`config.mk`:
```
export PLATFORM = sky130hd
export DESIGN_NAME = rcc_div_seq
export DESIGN_NICKNAME = d
export VERILOG_FILES = /design/src/rtl/rcc_pkg.sv /design/src/rtl/rcc_rr_arb.sv /design/src/rtl/rcc_div_seq.sv
export SDC_FILE = /design/constraint.sdc
export NUM_CORES = 1
export LEC_CHECK = 0
export CAP_MARGIN = 0
export CORE_MARGIN = 1
export CORE_UTILIZATION = 55
export CTS_BUF_LIST = sky130_fd_sc_hd__clkbuf_8
export DETAILED_ROUTE_END_ITERATION = 7
export PLACE_DENSITY_LB_ADDON = 0.25
export SLEW_MARGIN = 25
export SYNTH_ARGS = -nofsm -noshare
export SYNTH_HDL_FRONTEND = slang
export SYNTH_SLANG_ARGS = --single-unit
```
`constraint.sdc`:
```
create_clock -name HCLK -period 3.4 [get_ports HCLK]
set_input_delay 0.68 -clock HCLK [delete_from_list [all_inputs] [get_ports HCLK]]
set_output_delay 0.68 -clock HCLK [all_outputs]
set_load 0.01 [all_outputs]
```
`src/rtl/rcc_pkg.sv`:
```
// Shared types for the RCC divider-ratio change sequencer.
package rcc_pkg;

    localparam int unsigned RatioWidth = 8;

    typedef logic [RatioWidth-1:0] ratio_t;

    typedef enum logic [2:0] {
        StIdle,
        StArb,
        StDrain,
        StGate,
        StLoad,
        StSettle,
        StRelease
    } rcc_state_e;

    function automatic int unsigned max3(input int unsigned a, input int unsigned b,
                                         input int unsigned c);
        int unsigned m;
        m = (a > b) ? a : b;
        return (m > c) ? m : c;
    endfunction

endpackage

```
`src/rtl/rcc_rr_arb.sv`:
```
// Combinational round-robin arbiter: first requester at or after the pointer wins.
module rcc_rr_arb #(
    parameter int unsigned N    = 3,
    parameter int unsigned IdxW = 2
) (
    input  logic [N-1:0]    req_i,
    input  logic [IdxW-1:0] ptr_i,
    output logic [N-1:0]    gnt_o,
    output logic [IdxW-1:0] idx_o
);

    logic        found;
    int unsigned k;

    always_comb begin
        gnt_o = '0;
        idx_o = '0;
        found = 1'b0;
        k     = 0;
        for (int unsigned i = 0; i < N; i++) begin
            k = (int'(ptr_i) + i) % N;
            if (!found && req_i[k]) begin
                found    = 1'b1;
                gnt_o[k] = 1'b1;
                idx_o    = IdxW'(k);
            end
        end
    end

endmodule

```
`src/rtl/rcc_div_seq.sv`:
```
// Sequences divider-ratio changes per clock domain: drain, gate, load, settle, release.
module rcc_div_seq
    import rcc_pkg::*;
#(
    parameter int unsigned NUM_DOM       = 3,
    parameter int unsigned WIDTH         = 8,
    parameter int unsigned RESET_RATIO   = 2,
    parameter int unsigned GATE_CYCLES   = 2,
    parameter int unsigned SETTLE_CYCLES = 4,
    parameter int unsigned DRAIN_TIMEOUT = 64
) (
    input  logic                       HCLK,
    input  logic                       HRESETn,
    input  logic [NUM_DOM-1:0]         req,
    input  logic [NUM_DOM*WIDTH-1:0]   new_ratio,
    input  logic [NUM_DOM-1:0]         quiet,
    output logic [NUM_DOM*WIDTH-1:0]   div_ratio,
    output logic [NUM_DOM-1:0]         clk_en,
    output logic [NUM_DOM-1:0]         ack,
    output logic [NUM_DOM-1:0]         err,
    output logic                       busy
);

    localparam int unsigned IdxW   = (NUM_DOM > 1) ? $clog2(NUM_DOM) : 1;
    localparam int unsigned CntMax = max3(GATE_CYCLES, SETTLE_CYCLES, DRAIN_TIMEOUT);
    localparam int unsigned CntW   = $clog2(CntMax + 1);
    localparam logic [WIDTH-1:0] ResetR = WIDTH'(RESET_RATIO);

    rcc_state_e                 state_q, state_d;
    logic [IdxW-1:0]            ptr_q, ptr_d;
    logic [NUM_DOM-1:0]         snap_q, snap_d;
    logic [IdxW-1:0]            g_q, g_d;
    logic [NUM_DOM-1:0]         gnt_q, gnt_d;
    logic [WIDTH-1:0]           lat_q, lat_d;
    logic                       fail_q, fail_d;
    logic [CntW-1:0]            cnt_q, cnt_d;
    logic [NUM_DOM*WIDTH-1:0]   ratio_q, ratio_d;
    logic [NUM_DOM-1:0]         clk_en_q, clk_en_d;
    logic [NUM_DOM-1:0]         ack_q, ack_d;
    logic [NUM_DOM-1:0]         err_q, err_d;
    logic                       busy_q, busy_d;

    logic [NUM_DOM-1:0]         arb_gnt;
    logic [IdxW-1:0]            arb_idx;
    logic [WIDTH-1:0]           arb_ratio;
    logic [WIDTH-1:0]           cur_ratio;

    // Arbitrate on the request snapshot taken in IDLE so mid-sequence req changes are ignored.
    rcc_rr_arb #(
        .N    (NUM_DOM),
        .IdxW (IdxW)
    ) u_arb (
        .req_i (snap_q),
        .ptr_i (ptr_q),
        .gnt_o (arb_gnt),
        .idx_o (arb_idx)
    );

    assign arb_ratio = new_ratio[arb_idx*WIDTH +: WIDTH];
    assign cur_ratio = ratio_q[arb_idx*WIDTH +: WIDTH];

    always_comb begin
        state_d = state_q;
        ptr_d   = ptr_q;
        snap_d  = snap_q;
        g_d     = g_q;
        gnt_d   = gnt_q;
        lat_d   = lat_q;
        fail_d  = fail_q;
        cnt_d   = cnt_q;
        ratio_d = ratio_q;

        unique case (state_q)
            StIdle: begin
                if (|req) begin
                    snap_d  = req;
                    state_d = StArb;
                end
            end
            StArb: begin
                g_d    = arb_idx;
                gnt_d  = arb_gnt;
                lat_d  = arb_ratio;
                fail_d = 1'b0;
                if (arb_ratio == '0) begin
                    fail_d  = 1'b1;
                    state_d = StRelease;
                end else if (arb_ratio == cur_ratio) begin
                    state_d = StRelease;
                end else begin
                    cnt_d   = CntW'(DRAIN_TIMEOUT - 1);
                    state_d = StDrain;
                end
            end
            StDrain: begin
                if (quiet[g_q]) begin
                    cnt_d   = CntW'(GATE_CYCLES - 1);
                    state_d = StGate;
                end else if (cnt_q == '0) begin
                    fail_d  = 1'b1;
                    state_d = StRelease;
                end else begin
                    cnt_d = cnt_q - CntW'(1);
                end
            end
            StGate: begin
                if (cnt_q == '0) begin
                    state_d = StLoad;
                end else begin
                    cnt_d = cnt_q - CntW'(1);
                end
            end
            StLoad: begin
                ratio_d[g_q*WIDTH +: WIDTH] = lat_q;
                cnt_d   = CntW'(SETTLE_CYCLES - 1);
                state_d = StSettle;
            end
            StSettle: begin
                if (cnt_q == '0) begin
                    state_d = StRelease;
                end else begin
                    cnt_d = cnt_q - CntW'(1);
                end
            end
            StRelease: begin
                ptr_d   = (g_q == IdxW'(NUM_DOM - 1)) ? '0 : g_q + IdxW'(1);
                state_d = StIdle;
            end
            default: state_d = StIdle;
        endcase
    end

    // Outputs are decoded from the next state so they are registered alongside it.
    always_comb begin
        clk_en_d = '1;
        ack_d    = '0;
        err_d    = '0;
        if (state_d == StGate || state_d == StLoad || state_d == StSettle) begin
            clk_en_d = ~gnt_d;
        end
        if (state_d == StRelease) begin
            ack_d = gnt_d;
            if (fail_d) begin
                err_d = gnt_d;
            end
        end
        busy_d = (state_d != StIdle);
    end

    always_ff @(posedge HCLK or negedge HRESETn) begin
        if (!HRESETn) begin
            state_q  <= StIdle;
            ptr_q    <= '0;
            snap_q   <= '0;
            g_q      <= '0;
            gnt_q    <= '0;
            lat_q    <= '0;
            fail_q   <= 1'b0;
            cnt_q    <= '0;
            ratio_q  <= {NUM_DOM{ResetR}};
            clk_en_q <= '1;
            ack_q    <= '0;
            err_q    <= '0;
            busy_q   <= 1'b0;
        end else begin
            state_q  <= state_d;
            ptr_q    <= ptr_d;
            snap_q   <= snap_d;
            g_q      <= g_d;
            gnt_q    <= gnt_d;
            lat_q    <= lat_d;
            fail_q   <= fail_d;
            cnt_q    <= cnt_d;
            ratio_q  <= ratio_d;
            clk_en_q <= clk_en_d;
            ack_q    <= ack_d;
            err_q    <= err_d;
            busy_q   <= busy_d;
        end
    end

    assign div_ratio = ratio_q;
    assign clk_en    = clk_en_q;
    assign ack       = ack_q;
    assign err       = err_q;
    assign busy      = busy_q;

endmodule

```
==> qor.txt <==
share of layout cells above drive strength 1 = 17.5%
Worst Skew = 0.00288 ns
# Max-Cap Violations = 0
FMAX = 303 MHz
# diodes = 0
fin cells = 626
# rows = 30
CTS tree = built
cell family with most CP delay = compound AO/OA/AOI/OAI gates
CP Buf/Inv Count = 3
number of global-route vias before repair = 3501
Worst Hold Class = input pin to async pin
Max VDD drop = 0.000360 V
DRT Wirelength = 11600 um
Final Cell Area = 5110 um2
FF-to-FF path depth = 13
die span in x = 85.7 um
Pwr Total = 3.12 mW
cell count after placement = 603
Largest stage delay, worst path = 0.42 ns
post-detail-place hpwl = 8030 um
critical path class = flop to flop
gpl congestion = 0.953
CTS Hold Bufs = 0
DR vias = 3864
Layout Area Growth over Synthesis = 32.6%
worst slack at placement = -0.186 ns
Worst setup SP type = flop
worst r2r src = ptr_q[1]
status = finished clean
Num CTS Buffers = 9
most common cell after layout, fill and taps aside = nand2_1
Clock Root Buffer = clkbuf_8
Slew headroom = 34.4%
most frequent cells in the layout = nand2_1, clkdlybuf4s50_1, dfrtp_1
Worst-path clk slew = 0.08 ns
first-pass GRT wire length = 17700 um
CP required = 3.65 ns
final worst setup slack = 0.0945 ns
Mapped Nets = 486
part of the cycle the worst path needs = 97.2%
Critical-path top delay cell = dfrtp_2
Skew-Pair Late Insertion Delay = 0.35 ns
routed len/inst = 18.5 um
Ports = 66
yosys warns = 0
critical path peak fanout = 9
drc violations = 0
Post-synth ARST share = 100%
number of flops mapped to enable cells by yosys = 0
grt total ovfl = 0
power per cell area = 611 nW/um2
Static Leakage = 2.13 nW
DR pass1 iterations = 5
CP cell instances = inv_2, ha_4, mux2i_4, o211ai_1, o211a_1, buf_4, o21ai_0, a21o_1, a211oi_2, nor4_1, and4_1, buf_4, o41ai_2
WP data arrival = 3.56 ns
ratio of routed vias to standard cells = 6.17
post-synthesis area per instance = 8.70 um2
TNS Setup = 0 ns
endpoints failing hold = 0
post-layout net count = 568
CP most frequent cell = buf_4
Max Root-Sink Buffers = 2
core area = 6790 um2
Yosys cell types = 65
Hold Slack = 0.171 ns
Critical Path Source = ptr_q[1]
die height = 85.7 um
Synth Register Bits = 63
antenna-violating nets left = 0
Max Slew Vio Count = 0
initial antenna violation count = 0
Starting Density = 56.7%
clk sink count = 63
Util after Layout = 75.2%
largest net degree at the start of global routing = 56
Mapped Cells = 443
Tmin final = 3.31 ns
CP Depth = 13
worst-margin pin slew = 0.982 ns
dpl cell area = 4680 um2
H-tree Lvls = 3
setup violators final = 0
sequential area share after synthesis = 41.1%
Total Routing Usage GR = 31.5%
die area = 7340 um2
1st-iter DRT viols = 301
ys flop type = dfrtp_1
synthesized area = 3850 um2
Critical Path End Type = flop
PortBufs = 65
==> sequential cells by signal, indices dropped and copies added, names as in the netlist <==
signal,cells
cnt_q,7
gnt_q,3
div_ratio,24
lat_q,8
busy,1
g_q,2
state_q,3
err,3
fail_q,1
snap_q,3
ack,3
ptr_q,2
clk_en,3
==> cell usage after synthesis (all sizes together), types with 3 or more instances <==
cell	instances	share of area, %
nor2	31	3.0
a22o	10	2.3
a31oi	12	2.1
nor3b	4	0.78
o21a	4	0.78
ha	11	3.6
xor2	4	0.91
nand3	20	2.6
o21ai	48	6.6
a31o	3	0.68
o22ai	3	0.49
a21oi	21	2.7
and3	4	0.78
o211ai	3	0.71
mux2	4	1.2
dfstp	6	4.1
a21o	4	0.78
nand2b	3	0.49
nand3b	3	0.58
buf	11	1.9
mux2i	4	1.0
clkbuf	11	1.1
inv	15	1.5
nor3	18	2.6
nand2	74	7.3
o41ai	4	1.7
dfrtp	57	37
a211oi	6	1.2
o31a	3	0.68
nor2b	5	0.81
o31ai	4	0.78
nor4	5	0.97
==> report_power, final <==
group / switching [mW] / internal [mW] / leakage (nW) / total (mW)
combinational: 0.745 / 0.580 / 1.27 / 1.32
sequential: 0.163 / 0.893 / 0.756 / 1.06
clock: 0.329 / 0.413 / 0.105 / 0.742
==> cell families after synthesis <==
kind of cell | Yosys count | synth area share [%]
AO/OA/AOI/OAI | 137 | 24.3
XOR/XNOR | 6 | 1.36
flip-flops | 63 | 41.1
multiplexers | 8 | 2.21
AND/OR/NAND/NOR | 181 | 22.9
adder cells (fa/ha/maj) | 11 | 3.57
buffers and inverters | 37 | 4.48
==> per-layer routing <==
layer  part of all wire (%)  track usage (%)  vias up
li1                       -                -     1779
met2                     46             46.2      215
met1                     44             46.0     1846
met5                      0                0        -
met3                    8.5             6.83       24
met4                    1.8             11.5        0
==> worst paths after layout <==
kind | end | slack [ns]
setup / recovery | cnt_q[3] | 0.09
hold / removal | snap_q[1] | 0.17
setup reg to reg | cnt_q[3] | 0.09
hold reg to reg | div_ratio[17] | 0.50
max in group asynchronous | div_ratio[9] | 2.61
min in group HCLK | div_ratio[17] | 0.50
==> final cells by class <==
cell class / count / area [um2]
timing repair buffer: 92 / 886
sequential: 63 / 1590
tap: 96 / 120
clock buffer: 9 / 124
fill: 510 / 1680
clock inverter: 7 / 97.6
inverter: 15 / 56.3
multi-input combinational: 344 / 2240
==> timing repair <==
action	in CTS	in global routing
pin swaps	1	6
setup buffers	0	6
resized for setup	5	25
cloned	0	1
endpoints found under the setup margin	14	16
Power figures use the tool's default switching activity.
